### config.mk
export PLATFORM = sky130hd
export DESIGN_NAME = ram_initiator
export DESIGN_NICKNAME = d
export VERILOG_FILES = /design/src/rtl/ram_initiator.sv
export SDC_FILE = /design/constraint.sdc
export NUM_CORES = 1
export LEC_CHECK = 0
export CAP_MARGIN = 10
export CORE_MARGIN = 2
export CORE_UTILIZATION = 40
export CTS_BUF_LIST = sky130_fd_sc_hd__clkbuf_16
export DETAILED_ROUTE_END_ITERATION = 8
export HOLD_SLACK_MARGIN = 0.03
export PLACE_DENSITY = 0.69
export SYNTH_ARGS = -nofsm -noshare
export SYNTH_HDL_FRONTEND = slang
export SYNTH_SLANG_ARGS = --single-unit
export TNS_END_PERCENT = 100
### constraint.sdc
create_clock -name clock -period 3 [get_ports clock]
set_input_delay 0.9 -clock clock [delete_from_list [all_inputs] [get_ports clock]]
set_output_delay 0.9 -clock clock [all_outputs]
set_load 0.01 [all_outputs]
### src/rtl/ram_initiator.sv
// ram_initiator: valid/ready front end driving one port of a byte-masked,
// 1-cycle-read-latency RAM. Each accepted request is issued to the RAM in
// its accept cycle, its result is captured one cycle later into a 3-entry
// response FIFO, and responses leave in acceptance order.
module ram_initiator #(
    parameter  int NDATA     = 64,
    parameter  int NDATABYTE = 4,
    localparam int NADDRBIT  = $clog2(NDATA),
    localparam int DW        = NDATABYTE * 8
) (
    input  logic                 clock,
    input  logic                 reset,
    input  logic                 i_req_valid,
    output logic                 o_req_ready,
    input  logic [NDATABYTE-1:0] i_req_wen,
    input  logic [NADDRBIT-1:0]  i_req_addr,
    input  logic [DW-1:0]        i_req_wdata,
    output logic                 o_rsp_valid,
    input  logic                 i_rsp_ready,
    output logic                 o_rsp_write,
    output logic [DW-1:0]        o_rsp_rdata,
    output logic                 o_ram_en,
    output logic [NDATABYTE-1:0] o_ram_wen,
    output logic [NADDRBIT-1:0]  o_ram_addr,
    output logic [DW-1:0]        o_ram_wdata,
    input  logic [DW-1:0]        i_ram_rdata,
    output logic                 o_idle
);

    logic          inflight;
    logic          inflight_write;
    logic [1:0]    count;
    logic [1:0]    head;
    logic [1:0]    tail;
    logic [DW-1:0] fifo_data [3];
    logic [2:0]    fifo_write;

    logic accept;
    logic push;
    logic pop;

    function automatic logic [1:0] ptr_next(input logic [1:0] p);
        return (p == 2'd2) ? 2'd0 : p + 2'd1;
    endfunction

    // Credit: an issued request always has a FIFO slot reserved for it, so
    // the capture never sees a full buffer. Gated by reset so nothing is
    // accepted while reset is held low.
    assign o_req_ready = reset && (({1'b0, count} + {2'b00, inflight}) < 3'd3);
    assign accept      = i_req_valid & o_req_ready;

    assign o_ram_en    = accept;
    assign o_ram_wen   = accept ? i_req_wen : '0;
    assign o_ram_addr  = i_req_addr;
    assign o_ram_wdata = i_req_wdata;

    assign push        = inflight;
    assign o_rsp_valid = (count != 2'd0);
    assign pop         = o_rsp_valid & i_rsp_ready;
    assign o_rsp_write = o_rsp_valid ? fifo_write[head] : 1'b0;
    assign o_rsp_rdata = o_rsp_valid ? fifo_data[head] : '0;
    assign o_idle      = !inflight && (count == 2'd0);

    // Track the single request whose RAM read data arrives next cycle.
    always_ff @(posedge clock or negedge reset) begin
        if (!reset) begin
            inflight       <= 1'b0;
            inflight_write <= 1'b0;
        end else begin
            inflight       <= accept;
            inflight_write <= accept & (|i_req_wen);
        end
    end

    // Response FIFO: capture on the cycle after issue, pop on handshake.
    // Writes store zero so RAM read-during-write data never leaks out.
    always_ff @(posedge clock or negedge reset) begin
        if (!reset) begin
            count      <= 2'd0;
            head       <= 2'd0;
            tail       <= 2'd0;
            fifo_write <= '0;
            for (int i = 0; i < 3; i++) fifo_data[i] <= '0;
        end else begin
            if (push) begin
                fifo_data[tail]  <= inflight_write ? '0 : i_ram_rdata;
                fifo_write[tail] <= inflight_write;
                tail             <= ptr_next(tail);
            end
            if (pop) head <= ptr_next(head);
            case ({push, pop})
                2'b10:   count <= count + 2'd1;
                2'b01:   count <= count - 2'd1;
                default: count <= count;
            endcase
        end
    end

    // The credit rule makes a push into a full FIFO impossible.
    a_no_overflow: assert property (@(posedge clock) disable iff (!reset)
        !(push && count == 2'd3));

endmodule

* Word-level counts from Yosys, hierarchy flattened
Index checks and enable logic that the tools add are counted.
Word-level totals: bits in registers 107, input bits 78, word-level logic and storage cells 57
Cells by class: $add $sub $neg 5, order comparisons 7, eq/ne operators 4, mux-type cells 18, bitwise operators 5, reductions and logical operators 9
Operators with widths (count):
- $mux 32 | 5
- $bwmux 96 | 1
- $bmux 32 s2 | 1
- $demux 32 s2 | 1
- $add 2x1->2 const B | 3
- $eq 2x2->1 const B | 3
- $ge 3x3->1 const B | 2
- $lt 2x3->1 const B | 2
- $not 2->3 | 2
- $logic_and 1x1->1 | 4
- $mux 2 | 2
- $mux 4 | 1
- $pmux 2 s2 | 1
- $reduce_bool 2->1 | 2
- $reduce_or 4->1 | 1
- $add 2x1->3 | 1
- $and 1x1->1 | 3
- $bwmux 3 | 1
- $lt 3x1->1 const B | 1
- $lt 3x2->1 const B | 1
- $mux 1 | 3
- $bmux 1 s2 | 1
- $demux 1 s2 | 1
- $eq 2x1->1 const B | 1
- other kinds (4) | 4

* Longest topological paths before layout
word-level depth 6, mapped depth 6

* Worst setup path before layout
OpenSTA, ideal clock, no wires.
path type register to output, start point register inflight, end point output port o_ram_wen[0], arrival time 1.828 ns, setup slack 0.272 ns, cell stages (with the launch flop) 5, buffers on the path 0, cells stage by stage dfrtp_1 > ha_1 > ha_1 > a2111oi_2 > and2_1
Between the ends: cells in the longest elaborated chain, start to end 5
Ends and longest elaborated chain:
- start: declaration | line 30 | logic inflight;
- start signal: assignment | line 70 | inflight <= accept;
- $add 2x1->3 | line 49 | assign o_req_ready = reset && (({1'b0, count} + {2'b00, inflight}) < 3'd3);
- $lt 3x2->1 | line 49
- $logic_and 1x1->1 | line 49
- $and 1x1->1 | line 50 | assign accept = i_req_valid & o_req_ready;
- net o_ram_en | line 22 | output logic o_ram_en,
- $mux 4 | line 53 | assign o_ram_wen = accept ? i_req_wen : '0;
- end: declaration | line 23 | output logic [NDATABYTE-1:0] o_ram_wen,
The timed path passes the listed nets, and every way through them passes these cells.

* Worst setup path after layout
start point register head[1], end point output port o_rsp_rdata[26]
Between the ends: cells in the longest elaborated chain, start to end 5
Ends and longest elaborated chain:
- start: declaration | line 33 | logic [1:0] head;
- start signal: assignment | line 90 | if (pop) head <= ptr_next(head);
- $not 2->3 (not written as such) | line 61 | assign o_rsp_rdata = o_rsp_valid ? fifo_data[head] : '0;
- $bmux 32 s2 | line 61
- $mux 32 (not written as such) (2 in series) | line 61
- $mux 32 | line 61
- end: declaration | line 21 | output logic [DW-1:0] o_rsp_rdata,
Every way passes these cells. The select of a mux whose other input is x is not followed.

==> run summary <==
The global-route total usage across every layer is between 15 and 20%. The setup-violating endpoint count in the final report came out at 0. The hold slack is 0.4788 ns.

The clock latency of the later-clocked register in the worst-skew pair came out at between 0.3 and 0.4 ns. Wires add up to about 12000 um. The cell chosen for the clock root is clkbuf_16. Synthesis inferred 107 register bits. The number of buffers added on ports is 80. The type of the tightest min-delay check is reg2reg. The library cells used most frequently in the layout, excluding fill and tap cells, are nand2_1, dfrtp_1, o21ai_0. During synthesis, Yosys emitted a total of 0 warnings. The worst setup timing slack at the placement stage is -0.3636 ns.

The routability-driven placement congestion ratio came out at 0.7623. The total CTS buffers is 9. The die extent in y is 119.4 um. The average via count per standard cell came out at about 4.9. The area growth from synthesis to layout is 20.12%. By startpoint and endpoint, the worst setup path is classified as reg2out.

The count of hold buffers inserted by post-cts repair came out at 0. The most instantiated flip-flop cell in the synthesis netlist is dfrtp_1. around 160 I/O pins were placed. Detailed placement finished with a half-perimeter wire length of 7793 um. The H-tree level count came out at 3. The required time of the critical path came out at roughly 2.1 ns.

The fraction of final layout cells sized beyond drive strength 1 came out at 15.89%. In the synthesized netlist the async set-or-reset flop fraction comes to 100.0%. The number of nets produced by synthesis is 655.

The critical path capture point type is an output pin. At the pin with the least slew margin, the transition time is 0.9814 ns. The count of different cell masters after synthesis is 30. The floorplan step defined a core boundary enclosing 13140 sq um. The data arrival time at the worst-slack endpoint is 2.01 ns.

The worst setup path is launched from a flip-flop. The register clock-pin slew on the reported worst setup and hold paths came out at about 0.070 ns. After layout, the worst path uses a little over nine tenths of the clock period. Setup slack on the critical path of the routed design comes to 0.09399 ns. The post-route DRC violation count came out at 0. With fillers left out, the area of the finished cells amounts to 6401 sq um. The number of antenna cells inserted is 0. The number of detailed-routing iterations run before antenna repair is 4. The die covers 14260 sq um. In the final design database the tool counted 699 nets.

The number of enable-type register cells in the synthesized netlist came out at 0. The relative slew slack came out at 34.58%. TritonCTS built the clock tree. The number of pins with negative max-slew slack in the final report came to 0. The number of sinks driven by the clock tree is 107. The leftover overflow at the end of global routing came out at 0. The maximum vdd ir drop is 0.4432 mV.

The flow ran to the end, and the final reports show no timing, DRC or antenna violations. The largest fanout of any net on the critical path came out at 6. The total number of vias came out at roughly 3900. The area of the mapped netlist is 5329 sq um. The library cell used most frequently in the layout, excluding fill and tap cells, is nand2_1. For this design the static power due to leakage is 3.036 nW. The share of synthesized area occupied by flip-flops and latches is 50.25%.

The maximum number of pins on one net before global-route repair came out at 59. The max-capacitance violation count came out at 0. The number of violations reported at the end of detailed-routing iteration 0 came out at 124. Dividing the synthesized area by the synthesized cell count gives 9.284 sq um. The effective utilization at floorplan is 40.56%. The number of antenna violations at the first check in global routing came to 0.

After detailed routing, the average wire length per cell comes to 14.49 um. In this run the core area contains 42 standard-cell rows. The maximum clock frequency is 0.3441 GHz. The detail route stage leaves a number of antenna-violating nets equal to 0.

After layout, the minimum clock period comes to between 2 and 3 ns. Dividing total power by cell area gives a power density of 1065 nW/um^2. The die is around 120 um wide. The synthesized instance count is between 500 and 600. The first global-routing pass estimated 19290 um of wire.

The via count of the first global-routing pass was 4068. For this run, the share of the core covered by cells in the final layout is just under 50%. The clock skew is about 0.0066 ns. Summing all placed instances gives a cell area of 6056 sq um. The maximum count of clock buffers along a single path is 2. The number of hold violations in the final report came out at 0.
critical path, stage by stage, from the launching register on:
cell             delay (ns)
dfrtp_2                0.46
buf_4                  0.17
mux2i_1                0.11
or2_2                  0.27
a21oi_1                0.12
clkdlybuf4s50_1        0.54
cell usage after synthesis, types with 2 or more instances:
library cell	count	area [sq um]
a21oi_1	32	160.2
and2_1	4	25.02
buf_2	8	40.04
buf_4	40	300.3
buf_6	7	78.83
clkbuf_1	21	78.83
dfrtp_1	107	2678
ha_1	3	37.54
inv_1	7	26.28
mux2_2	3	33.78
mux2i_1	33	330.3
nand2_1	128	480.5
nand2b_1	32	200.2
nand3b_1	2	15.01
nor2_1	4	15.01
o21ai_0	87	435.4
o21ai_1	6	30.03
o21ai_2	6	52.55
or2_2	32	200.2
xnor2_1	2	17.52
power by group:
part / total [mW] / internal (mW) / switching, mW
combinational: 3.12 / 1.54 / 1.58
clock: 1.17 / 0.645 / 0.526
sequential: 2.53 / 2.14 / 0.389
total: 6.82 / 4.32 / 2.50
registers in the layout (all words and copies together) (netlist names):
name / flops
fifo_data: 96
count: 2
tail: 2
fifo_write: 3
head: 2
inflight: 1
inflight_write: 1
repair_timing:
action,CTS,global route
pin swaps,1,1
setup endpoints to repair,38,11
resized for setup,48,10
buffers inserted,3,4
layer usage:
layer	global-route usage, %	part of all wire [%]
met1	20.43	44
met2	28.88	49
met3	3.736	4.9
met4	6.838	2.0
met5	0	0
cell type report:
class	instances	area (sq um)
Multi-Input combinational cell	384	2170
Sequential cell	107	2680
Clock buffer	9	225.2
Fill cell	1247	6736
Clock inverter	7	67.56
Timing Repair Buffer	109	1012
Inverter	7	26.28
Tap cell	176	220.2
worst paths after layout:
kind,start,end,slack (ns),depth (start not counted)
max,head[1],o_rsp_rdata[26],0.09,5
min,fifo_data[94],fifo_data[94],0.48,2
max reg2reg,count[1],count[1],1.13,7
min reg2reg,fifo_data[94],fifo_data[94],0.48,2
max in group asynchronous,reset,head[1],1.10,3
min in group asynchronous,reset,count[0],0.67,2
kinds of logic (layout without fill, tap and decap cells):
| logic type | count (synthesis) | after routing | share of synthesized area, % |
|---|---|---|---|
| adders and majority gates | 3 | 3 | 0.7045 |
| buffers and inverters | 83 | 132 | 9.838 |
| muxes | 37 | 37 | 7.114 |
| xor gates and xnor gates | 3 | 3 | 0.4932 |
| and+or+nand+nor | 205 | 205 | 17.94 |
| DFF | 107 | 107 | 50.25 |
| AOI/OAI and AO/OA | 136 | 136 | 13.67 |
stage by stage:
step                cells    TNS, ns  total power [mW]
floorplan             574          0             4.465
global placement      776     -1.597             5.725
detailed placement    776     -1.546             5.847
CTS                   795          0             6.842
global route          799  -0.006965             7.367
finish                799          0             6.817
Power figures use the tool's default switching activity.
